==> config.mk <==
export PLATFORM = sky130hd
export DESIGN_NAME = mem_requester
export DESIGN_NICKNAME = d
export VERILOG_FILES = /design/src/rtl/mem_requester_pkg.sv /design/src/rtl/mem_requester.sv
export SDC_FILE = /design/constraint.sdc
export NUM_CORES = 1
export LEC_CHECK = 0
export ABC_AREA = 0
export BUFFER_PORTS_ARGS = -buffer_cell sky130_fd_sc_hd__buf_2
export CAP_MARGIN = 20
export CORE_MARGIN = 5
export CORE_UTILIZATION = 49
export DETAILED_ROUTE_END_ITERATION = 12
export PLACE_DENSITY = 0.87
export RECOVER_POWER = 25
export SLEW_MARGIN = 20
export SYNTH_ARGS = -nofsm -noshare
export SYNTH_HDL_FRONTEND = slang
export SYNTH_SLANG_ARGS = --single-unit
==> constraint.sdc <==
create_clock -name clk -period 3.2 [get_ports clk]
set_input_delay 0.48 -clock clk [delete_from_list [all_inputs] [get_ports clk]]
set_output_delay 0.48 -clock clk [all_outputs]
set_load 0.1 [all_outputs]
==> src/rtl/mem_requester_pkg.sv <==
`default_nettype none
// ============================================================================
// mem_requester_pkg
// Shared state encoding and default geometry for the dataMem requester.
// Revision: 1.0
// ============================================================================
package mem_requester_pkg;

    localparam int unsigned        DEF_ADDR_W     = 4;
    localparam int unsigned        DEF_DATA_W     = 16;
    localparam logic [15:0]        DEF_INIT_VALUE = 16'h0000;

    typedef enum logic [2:0] {
        ST_INIT = 3'd0,
        ST_IDLE = 3'd1,
        ST_WR   = 3'd2,
        ST_RD   = 3'd3,
        ST_CAPT = 3'd4,
        ST_RESP = 3'd5
    } state_t;

endpackage : mem_requester_pkg
`default_nettype wire

==> src/rtl/mem_requester.sv <==
`default_nettype none
// ============================================================================
// mem_requester
// Turns pipeline load/store requests into registered dataMem cycles and
// returns load data; clears the memory to INIT_VALUE after reset.
// Revision: 1.0
// ============================================================================
module mem_requester
    import mem_requester_pkg::*;
#(
    parameter int unsigned       ADDR_W         = DEF_ADDR_W,
    parameter int unsigned       DATA_W         = DEF_DATA_W,
    parameter logic [DATA_W-1:0] INIT_VALUE     = DATA_W'(DEF_INIT_VALUE),
    parameter bit                CLEAR_ON_RESET = 1'b1
) (
    input  logic              clk,
    input  logic              rst_n,
    input  logic              req_valid,
    output logic              req_ready,
    input  logic              req_we,
    input  logic [ADDR_W-1:0] req_addr,
    input  logic [DATA_W-1:0] req_wdata,
    output logic              rsp_valid,
    input  logic              rsp_ready,
    output logic [DATA_W-1:0] rsp_rdata,
    output logic              init_done,
    output logic              mem_write,
    output logic              mem_read,
    output logic [ADDR_W-1:0] mem_wrAddr,
    output logic [ADDR_W-1:0] mem_rdAddr,
    output logic [DATA_W-1:0] mem_data_in,
    input  logic [DATA_W-1:0] mem_data_out
);

    localparam state_t            c_RST_STATE = CLEAR_ON_RESET ? ST_INIT : ST_IDLE;
    localparam logic [ADDR_W-1:0] c_LAST_ADDR = {ADDR_W{1'b1}};

    state_t              r_state;
    state_t              w_next;
    logic [ADDR_W-1:0]   r_cnt;
    logic [ADDR_W-1:0]   w_cnt;
    logic                r_init_done;
    logic                w_init_done;
    logic                r_rsp_valid;
    logic                w_rsp_valid;
    logic [DATA_W-1:0]   r_rsp_rdata;
    logic [DATA_W-1:0]   w_rsp_rdata;
    logic                r_mem_write;
    logic                w_mem_write;
    logic                r_mem_read;
    logic                w_mem_read;
    logic [ADDR_W-1:0]   r_mem_wr_addr;
    logic [ADDR_W-1:0]   w_mem_wr_addr;
    logic [ADDR_W-1:0]   r_mem_rd_addr;
    logic [ADDR_W-1:0]   w_mem_rd_addr;
    logic [DATA_W-1:0]   r_mem_data_in;
    logic [DATA_W-1:0]   w_mem_data_in;
    logic                w_accept;

    // init_done gating keeps req_ready low while reset is asserted even when
    // the sweep is disabled and the reset state is IDLE.
    assign req_ready = (r_state == ST_IDLE) && r_init_done;
    assign w_accept  = req_valid && req_ready;

    always_comb begin
        w_next        = r_state;
        w_cnt         = r_cnt;
        w_init_done   = r_init_done;
        w_rsp_valid   = 1'b0;
        w_rsp_rdata   = r_rsp_rdata;
        w_mem_write   = 1'b0;
        w_mem_read    = 1'b0;
        w_mem_wr_addr = '0;
        w_mem_rd_addr = '0;
        w_mem_data_in = '0;

        case (r_state)
            ST_INIT: begin
                // Leave only once the last sweep write has been presented.
                if (r_mem_write && (r_mem_wr_addr == c_LAST_ADDR)) begin
                    w_next      = ST_IDLE;
                    w_init_done = 1'b1;
                end else begin
                    w_mem_write   = 1'b1;
                    w_mem_wr_addr = r_cnt;
                    w_mem_data_in = INIT_VALUE;
                    w_cnt         = r_cnt + 1'b1;
                end
            end
            ST_IDLE: begin
                w_init_done = 1'b1;
                if (w_accept) begin
                    if (req_we) begin
                        w_next        = ST_WR;
                        w_mem_write   = 1'b1;
                        w_mem_wr_addr = req_addr;
                        w_mem_data_in = req_wdata;
                    end else begin
                        w_next        = ST_RD;
                        w_mem_read    = 1'b1;
                        w_mem_rd_addr = req_addr;
                    end
                end
            end
            ST_WR: begin
                w_next = ST_IDLE;
            end
            ST_RD: begin
                w_next = ST_CAPT;
            end
            ST_CAPT: begin
                w_rsp_rdata = mem_data_out;
                w_rsp_valid = 1'b1;
                w_next      = ST_RESP;
            end
            ST_RESP: begin
                if (rsp_ready) begin
                    w_next = ST_IDLE;
                end else begin
                    w_rsp_valid = 1'b1;
                end
            end
            default: begin
                w_next = c_RST_STATE;
            end
        endcase
    end

    always_ff @(posedge clk or negedge rst_n) begin
        if (!rst_n) begin
            r_state       <= c_RST_STATE;
            r_cnt         <= '0;
            r_init_done   <= 1'b0;
            r_rsp_valid   <= 1'b0;
            r_rsp_rdata   <= '0;
            r_mem_write   <= 1'b0;
            r_mem_read    <= 1'b0;
            r_mem_wr_addr <= '0;
            r_mem_rd_addr <= '0;
            r_mem_data_in <= '0;
        end else begin
            r_state       <= w_next;
            r_cnt         <= w_cnt;
            r_init_done   <= w_init_done;
            r_rsp_valid   <= w_rsp_valid;
            r_rsp_rdata   <= w_rsp_rdata;
            r_mem_write   <= w_mem_write;
            r_mem_read    <= w_mem_read;
            r_mem_wr_addr <= w_mem_wr_addr;
            r_mem_rd_addr <= w_mem_rd_addr;
            r_mem_data_in <= w_mem_data_in;
        end
    end

    assign rsp_valid   = r_rsp_valid;
    assign rsp_rdata   = r_rsp_rdata;
    assign init_done   = r_init_done;
    assign mem_write   = r_mem_write;
    assign mem_read    = r_mem_read;
    assign mem_wrAddr  = r_mem_wr_addr;
    assign mem_rdAddr  = r_mem_rd_addr;
    assign mem_data_in = r_mem_data_in;

endmodule : mem_requester
`default_nettype wire
==> results of run 1 <==
[registers in the layout, indices dropped and copies added (netlist names)]
name	cells
r_state	3
init_done	1
mem_rdAddr	4
rsp_valid	1
mem_data_in	16
mem_read	1
r_cnt	4
mem_wrAddr	4
rsp_rdata	16
mem_write	1
[through the flow]
step                worst slack (ns)  hold slack [ns]  instances  util [%]
finish                          1.22            0.369        258      65.8
global route                    1.16            0.371        258      65.8
CTS                             1.21            0.358        258      65.8
detailed placement              1.44            0.468        250      63.1
global placement                1.50            0.463        250      63.1
floorplan                      0.851            0.184        120         -
[final timing paths]
path,endpoint,slack (ns),cells past startpoint
min in group asynchronous,rsp_rdata[15]$_DFFE_PN0P_,0.42,1
max in group asynchronous,rsp_rdata[1]$_DFFE_PN0P_,2.07,1
max,req_ready,1.22,2
max reg2reg,rsp_rdata[12]$_DFFE_PN0P_,1.44,3
min reg2reg,r_cnt[3]$_DFFE_PN0P_,0.48,1
min,rsp_valid$_DFF_PN0_,0.37,2
[kinds of logic after synthesis]
logic type / count (synthesis) / share of synthesized area, %
flip-flops: 51 / 69.4
AND/OR/NAND/NOR: 33 / 11.5
multiplexers: 17 / 10.4
AO/OA/AOI/OAI: 11 / 5.51
buffers and inverters: 4 / 1.09
XOR/XNOR: 3 / 1.43
adder cells (fa/ha/maj): 1 / 0.680
[layer usage]
metal	vias up	wire [um]	global-route usage [%]	part of all wire, %
met2	68	1630	23.7	45
met1	576	1350	17.7	38
met5	-	0	0	0
li1	581	-	-	-
met3	10	524	7.43	15
met4	0	83	7.52	2.3
[area by class of cell]
type,count,area [um^2]
sequential,51,1280
timing repair buffer,85,425
inverter,1,3.75
tap,48,60.1
multi-input combinational,65,543
clock buffer,8,100
fill,280,1250
[worst register-to-register path, delay by kind of cell (launching register included)]
family,cells,cell delay (ns)
mux,1,0.42
flops,1,0.43
simple gates,2,0.81
[layout by cell type (no fill, tap or decap), types with 2 or more instances in the layout]
master,count
sky130_fd_sc_hd__clkbuf_8,7
sky130_fd_sc_hd__and3_1,2
sky130_fd_sc_hd__and2_1,21
sky130_fd_sc_hd__mux2_2,17
sky130_fd_sc_hd__buf_2,84
sky130_fd_sc_hd__nand2_1,2
sky130_fd_sc_hd__a22o_1,4
sky130_fd_sc_hd__xnor2_1,2
sky130_fd_sc_hd__dfrtp_1,51
==> run summary, run 1 <==
• **run status** completed
• **headroom to the max-slew limit** 21.0%
• **routability-driven placement congestion ratio** 0.752
• **final clock period utilization by the worst path** 61.9%
• **proportion of synthesized chip area in sequential cells** 69.4%
• **Detailed Routing Iterations Pass 1** 3
• **TritonCTS clock tree** yes
• **Synth Area per Inst** 15.3 um^2
• **net count after synthesis** 162
• **origin of the worst min-delay path** rsp_ready
• **kind of cell adding the most delay to the critical path** flip-flops
• **unrepaired setup endpoints after global routing** no
• **Buf/Inv on CP** 1
• **clk root buf** sky130_fd_sc_hd__clkbuf_8
• **number of antenna violations at the first check in global routing** 0
• **number of vias per cell** 4.79
• **type of the setup path with the least slack** flip-flop to output pin
• **biggest cell delay along the critical path** 0.44 ns
• **post-layout minimum cycle time** 1.98 ns
• **setup violators final** 0
• **post-cts hold buffer count** 0
• **clock slew at reported path FFs** 0.08 ns
• **total non-filler cell area in the finished layout** 2410 um^2
• **Yosys Warn Count** 0
• **number of clock sinks** 51
• **via count of the first global-routing pass** 1289
• **total grt overflow** 0
• **Worst EP arrival** 1.50 ns
• **worst endpoint required time** 2.72 ns
• **ranking of synthesized cells by instance count** sky130_fd_sc_hd__dfrtp_1 (51), sky130_fd_sc_hd__and2_1 (21), sky130_fd_sc_hd__mux2_2 (17)
• **number of buffers on the longest clock path** 2
• **count of flip-flops with a built-in enable after synthesis** 0
• **Horiz. Die Dim** 71.3 um
• **count of buffers from port buffering** 85
• **hold violation total from the final report** 0
• **netlist area before placement** 1840 um^2
• **Tightest Pin Transition** 1.19 ns
• **synthesized instance count** 120
• **latest clock arrival within the worst-skew pair** 0.29 ns
• **dpl hpwl** 2770 um
• **DP Area** 2310 um^2
• **initial core utilization** 50.2%
• **Die Y-Extent** 71.3 um
• **remaining antenna violation count after routing** 0
• **share of synthesized registers carrying an async set or reset** 100%
• **largest net degree at the start of global routing** 52
• **Clock Skew** 0.00351 ns
• **Synth top area share** 69.4%
• **final net count** 251
• **wire length per cell after detailed routing** 13.9 um
• **number of distinct library cell variants in the gate-level netlist after synthesis** 28
• **setup total negative slack** 0 ns
• **number of max-capacitance violations reported** 0
• **antenna fix cells** 0
• **number of buffers inserted to repair setup after CTS** 0
• **Total Die Area** 5080 um^2
• **Clock H-tree levels** 2
• **most used flip-flop cell after synthesis** sky130_fd_sc_hd__dfrtp_1
• **Crit. End Element** output pin
• **Boundary Pins** 86
• **Peak Freq** 0.505 GHz
• **sequence of cells on the critical path** and4bb_2 > buf_2
• **number of rows created at floorplan** 22
• **path category of the worst min-delay check** input pin to flip-flop
• **Worst setup SP type** flip-flop
• **worst-path maximum fanout** 6
• **slowest library cell on the worst path** sky130_fd_sc_hd__dfrtp_1
• **area added between synthesis and finish** 31.0%
• **top-count cell post-synth** sky130_fd_sc_hd__dfrtp_1
• **largest cells by area after synthesis** sky130_fd_sc_hd__dfrtp_1 (69%), sky130_fd_sc_hd__mux2_2 (10%), sky130_fd_sc_hd__and2_1 (7.1%)
• **worst r2r src** r_state[1]$_DFFE_PN0P_
• **Iter 0 DRT Violations** 42
• **startpoint of the worst setup timing path** r_state[2]$_DFFE_PN0P_
• **post-cts repair resize count** 0
• **global-route wire length before repair** 6040 um
• **vias after detailed routing** 1235
• **biggest area consumer among synthesized cells** sky130_fd_sc_hd__dfrtp_1
• **Core Footprint** 3660 um^2
• **number of max-slew violations in the final report** 0
• **number of design rule violations left after detail routing** 0
• **all-layer global routing usage** 15.3%
• **routed wire length** 3580 um
• **ratio of cells with drive above 1 in the final layout** 54.8%
• **CTS buffer count** 5
• **register bit count reported by yosys** 51
Power of run 1 is left out: the tool's default activity adds up to more than one toggle a clock period on the data nets, which glitch-free logic cannot reach.
==> run 2: changes to the inputs <==
--- a/config.mk
+++ b/config.mk
@@ -9,9 +9,9 @@
 export BUFFER_PORTS_ARGS = -buffer_cell sky130_fd_sc_hd__buf_2
 export CAP_MARGIN = 20
 export CORE_MARGIN = 5
-export CORE_UTILIZATION = 49
+export CORE_UTILIZATION = 45
 export DETAILED_ROUTE_END_ITERATION = 12
-export PLACE_DENSITY = 0.87
+export PLACE_DENSITY = 0.81
 export RECOVER_POWER = 25
 export SLEW_MARGIN = 20
 export SYNTH_ARGS = -nofsm -noshare
==> constraint.sdc (replaced) <==
create_clock -name clk -period 2 [get_ports clk]
set_input_delay 0.3 -clock clk [delete_from_list [all_inputs] [get_ports clk]]
set_output_delay 0.3 -clock clk [all_outputs]
set_load 0.1 [all_outputs]
==> run 2 against run 1 <==
- wire length rose by 4.2%
- sequential share of layout area down 0.17 points
- sequential cell count is the same
- utilization is 4.9 points lower
- critical path type unchanged
==> run summary, run 2 (synthesized netlist as in run 1, its figures left out) <==
• **worst endpoint required time** 1.70 ns
• **number of buffers on the longest clock path** 2
• **Detailed Routing Iterations Pass 1** 3
• **via count of the first global-routing pass** 1309
• **routed wire length** 3730 um
• **number of antenna violations at the first check in global routing** 0
• **all-layer global routing usage** 14.6%
• **clk root buf** sky130_fd_sc_hd__clkbuf_8
• **Horiz. Die Dim** 73.9 um
• **Boundary Pins** 86
• **headroom to the max-slew limit** 48.5%
• **Tightest Pin Transition** 0.772 ns
• **number of rows created at floorplan** 23
• **hold violation total from the final report** 0
• **antenna fix cells** 0
• **final clock period utilization by the worst path** 90.3%
• **type of the setup path with the least slack** flip-flop to output pin
• **number of max-slew violations in the final report** 0
• **post-cts repair resize count** 0
• **number of design rule violations left after detail routing** 0
• **post-layout minimum cycle time** 1.81 ns
• **worst-path maximum fanout** 6
• **Clock H-tree levels** 2
• **count of buffers from port buffering** 85
• **largest net degree at the start of global routing** 22
• **vias after detailed routing** 1240
• **Total Die Area** 5470 um^2
• **leading cell types in the layout, fill and taps excluded** sky130_fd_sc_hd__buf_2 (84), sky130_fd_sc_hd__dfrtp_1 (50), sky130_fd_sc_hd__and2_1 (20)
• **most common library cell in the layout ignoring fill and taps** sky130_fd_sc_hd__buf_2
• **total grt overflow** 0
• **clock slew at reported path FFs** 0.08 ns
• **wire length per cell after detailed routing** 14.2 um
• **Die Y-Extent** 73.9 um
• **slowest library cell on the worst path** sky130_fd_sc_hd__dfrtp_1
• **routability-driven placement congestion ratio** 0.786
• **number of max-capacitance violations reported** 0
• **number of vias per cell** 4.71
• **Peak Freq** 0.554 GHz
• **area added between synthesis and finish** 31.5%
• **biggest cell delay along the critical path** 0.43 ns
• **dpl hpwl** 2930 um
• **setup violators final** 0
• **remaining antenna violation count after routing** 0
• **CTS buffer count** 5
• **unrepaired setup endpoints after global routing** no
• **number of buffers inserted to repair setup after CTS** 0
• **latest clock arrival within the worst-skew pair** 0.29 ns
• **Clock Skew** 0.00800 ns
• **Worst setup SP type** flip-flop
• **initial core utilization** 46.3%
• **Crit. End Element** output pin
• **Worst EP arrival** 1.51 ns
• **ratio of cells with drive above 1 in the final layout** 54.5%
• **global-route wire length before repair** 5930 um
• **run status** completed
• **number of clock sinks** 51
• **Buf/Inv on CP** 1
• **post-cts hold buffer count** 1
• **Iter 0 DRT Violations** 36
• **TritonCTS clock tree** yes
• **Core Footprint** 3970 um^2
• **setup total negative slack** 0 ns
• **final net count** 255
• **path category of the worst min-delay check** input pin to flip-flop
• **kind of cell adding the most delay to the critical path** flip-flops
• **sequence of cells on the critical path** and4bb_4 > buf_2
## run 2: worst paths after layout
kind                                             start                         to  slack (ns)  depth (start not counted)
worst max-delay path            r_state[2]$_DFFE_PN0P_                  req_ready        0.19                          2
worst min-delay path                     req_wdata[12]  mem_data_in[12]$_DFF_PN0_        0.20                          2
max in group asynchronous                        rst_n      init_done$_DFFE_PN0P_        0.42                          3
worst min register to register    r_cnt[3]$_DFFE_PN0P_       r_cnt[3]$_DFFE_PN0P_        0.50                          1
worst max register to register  r_state[0]$_DFFE_PN0P_       r_cnt[1]$_DFFE_PN0P_        0.33                          3
min in group asynchronous                        rst_n   mem_data_in[5]$_DFF_PN0_        0.60                          2
## run 2: area by class of cell
type,instances,area [um^2]
tap,50,62.6
timing repair buffer,89,452
multi-input combinational,65,547
inverter,1,3.75
sequential,51,1280
fill,335,1550
clock buffer,7,76.3
## run 2: metrics by stage
| step | instance area, um^2 | hold WS (ns) | util (%) | setup WS (ns) | instances |
|---|---|---|---|---|---|
| after global placement | 2340 | 0.214 | 58.9 | 0.381 | 255 |
| after global routing | 2420 | 0.188 | 60.9 | 0.132 | 263 |
| final | 2420 | 0.205 | 60.9 | 0.194 | 263 |
| after floorplan | 1840 | 0.00441 | - | 0.120 | 120 |
| after CTS | 2420 | 0.195 | 61.1 | 0.181 | 263 |
| after detailed placement | 2340 | 0.216 | 58.9 | 0.327 | 255 |
## run 2: worst register-to-register path: stages, from the launching register on
cell and delay, ns:
sky130_fd_sc_hd__dfrtp_1 0.45, sky130_fd_sc_hd__or3_4 0.43, sky130_fd_sc_hd__a31oi_4 0.31, sky130_fd_sc_hd__mux2_2 0.37
## run 2: metal layers
metal	share of wire, %	global-route usage [%]
met3	9.7	4.59
met5	0	0
met2	49	24.4
met4	1.4	6.04
met1	40	17.7
Power of run 2 is left out for the same reason.
==> run 3: changes to the inputs <==
--- a/config.mk
+++ b/config.mk
@@ -8,10 +8,11 @@
 export ABC_AREA = 0
 export BUFFER_PORTS_ARGS = -buffer_cell sky130_fd_sc_hd__buf_2
 export CAP_MARGIN = 20
+export CORE_ASPECT_RATIO = 1.25
 export CORE_MARGIN = 5
-export CORE_UTILIZATION = 45
+export CORE_UTILIZATION = 40
 export DETAILED_ROUTE_END_ITERATION = 12
-export PLACE_DENSITY = 0.81
+export PLACE_DENSITY = 0.73
 export RECOVER_POWER = 25
 export SLEW_MARGIN = 20
 export SYNTH_ARGS = -nofsm -noshare
==> run 3 against run 2 <==
- die area increased by 11%
- critical path type unchanged
- utilization down 5.5 points
- sequential share of layout area shrank 0.75 points
- register-to-register slack barely moved
- via count increased by 0.97%
==> run summary, run 3 (synthesized netlist as in run 1, its figures left out) <==
• **run status** completed
• **Total Die Area** 6060 um^2
• **area added between synthesis and finish** 33.4%
• **Crit. End Element** output pin
• **antenna fix cells** 0
• **post-layout minimum cycle time** 1.83 ns
• **total non-filler cell area in the finished layout** 2450 um^2
• **number of buffers inserted to repair setup after CTS** 0
• **Boundary Pins** 86
• **leading cell types in the layout, fill and taps excluded** sky130_fd_sc_hd__buf_2 (84), sky130_fd_sc_hd__dfrtp_1 (50), sky130_fd_sc_hd__and2_1 (20)
• **number of design rule violations left after detail routing** 0
• **Peak Freq** 0.547 GHz
• **CTS buffer count** 5
• **biggest cell delay along the critical path** 0.44 ns
• **setup total negative slack** 0 ns
• **clock slew at reported path FFs** 0.08 ns
• **Worst EP arrival** 1.53 ns
• **final clock period utilization by the worst path** 91.4%
• **Tightest Pin Transition** 1.29 ns
• **count of buffers from port buffering** 85
• **setup violators final** 0
• **final net count** 255
• **Detailed Routing Iterations Pass 1** 4
• **number of cells on the critical path** 2
• **latest clock arrival within the worst-skew pair** 0.30 ns
• **routed wire length** 3750 um
• **ratio of cells with drive above 1 in the final layout** 55.6%
• **DP Area** 2360 um^2
• **total grt overflow** 0
• **clk root buf** sky130_fd_sc_hd__clkbuf_8
• **sequence of cells on the critical path** and4bb_4 > buf_2
• **most common library cell in the layout ignoring fill and taps** sky130_fd_sc_hd__buf_2
• **startpoint of the worst setup timing path** r_state[2]$_DFFE_PN0P_
• **number of vias per cell** 4.60
• **number of clock sinks** 51
• **post-cts repair resize count** 0
• **Fill cells** 388
• **headroom to the max-slew limit** 14.2%
• **Die Y-Extent** 85.8 um
• **slowest library cell on the worst path** sky130_fd_sc_hd__dfrtp_1
• **via count of the first global-routing pass** 1325
• **Clock Skew** 0.0125 ns
• **Clock H-tree levels** 2
• **endpoint of the worst setup timing path** req_ready
• **unrepaired setup endpoints after global routing** no
• **Iter 0 DRT Violations** 51
• **kind of cell adding the most delay to the critical path** flip-flops
• **initial core utilization** 41.6%
• **worst r2r src** r_state[0]$_DFFE_PN0P_
• **hold violation total from the final report** 0
• **path category of the worst min-delay check** input pin to flip-flop
• **TritonCTS clock tree** yes
• **vias after detailed routing** 1252
• **largest net degree at the start of global routing** 29
• **worst-path maximum fanout** 6
• **wire length per cell after detailed routing** 13.8 um
• **worst endpoint required time** 1.70 ns
• **remaining antenna violation count after routing** 0
• **number of rows created at floorplan** 27
• **number of max-slew violations in the final report** 0
• **Core Footprint** 4430 um^2
• **RR Endpoint** r_cnt[1]$_DFFE_PN0P_
• **Worst setup SP type** flip-flop
• **setup slack, reg-to-reg** 0.32 ns
• **Buf/Inv on CP** 1
• **FF-to-FF path depth** 3
• **global-route wire length before repair** 6330 um
• **post-cts hold buffer count** 1
• **number of buffers on the longest clock path** 2
• **routability-driven placement congestion ratio** 0.751
• **number of max-capacitance violations reported** 0
• **Horiz. Die Dim** 70.7 um
• **all-layer global routing usage** 13.4%
• **dpl hpwl** 2980 um
• **number of antenna violations at the first check in global routing** 0
• **type of the setup path with the least slack** flip-flop to output pin
==> run 3: changes by cell type in the layout (fill, tap and decap cells not counted), sizes merged <==
| cell | previous run | this run |
|---|---|---|
| buf | 85 | 87 |
| clkbuf | 10 | 6 |
| clkinv | 0 | 3 |
==> run 3: cell type report <==
type,instances,area (um^2),area share [%]
Clock buffer,5,68.8,2.80
Inverter,1,3.75,0.153
Sequential cell,51,1280,52.1
Tap cell,58,72.6,2.96
Clock inverter,3,15.0,0.612
Timing Repair Buffer,89,469,19.1
Multi-Input combinational cell,65,547,22.3
==> run 3: worst reg2reg max path: cells and delay by family, from the launching register on <==
family	cells	cell delay, ns
muxes	1	0.38
DFF	1	0.46
AOI/OAI and AO/OA	1	0.31
and+or+nand+nor	1	0.42
==> run 3: stage by stage <==
stage / hold slack [ns] / utilization, % / setup slack, ns / instances
after floorplan: 0.00441 / - / 0.120 / 120
after global placement: 0.303 / 53.4 / 0.368 / 263
after detailed placement: 0.310 / 53.4 / 0.330 / 263
after CTS: 0.186 / 55.5 / 0.161 / 272
after global routing: 0.187 / 55.4 / 0.117 / 272
final: 0.200 / 55.4 / 0.172 / 272
==> run 3: worst min-delay path by stage <==
stage          slack [ns]  cells after the start                         to  startpoint
6_report             0.20                      2        rsp_valid$_DFF_PN0_   rsp_ready
5_1_grt              0.19                      2        rsp_valid$_DFF_PN0_   rsp_ready
4_1_cts              0.19                      2        rsp_valid$_DFF_PN0_   rsp_ready
3_5_place_dp         0.31                      1  rsp_rdata[10]$_DFFE_PN0P_       rst_n
3_3_place_gp         0.30                      1  rsp_rdata[10]$_DFFE_PN0P_       rst_n
2_1_floorplan       0.004                      0      init_done$_DFFE_PN0P_       rst_n
==> run 3: layer usage <==
metal	part of all wire, %	global-route usage, %
met1	37	14.3
met4	1.8	6.15
met5	0	0
met3	9.3	4.81
met2	52	23.5
Power of run 3 is left out for the same reason.
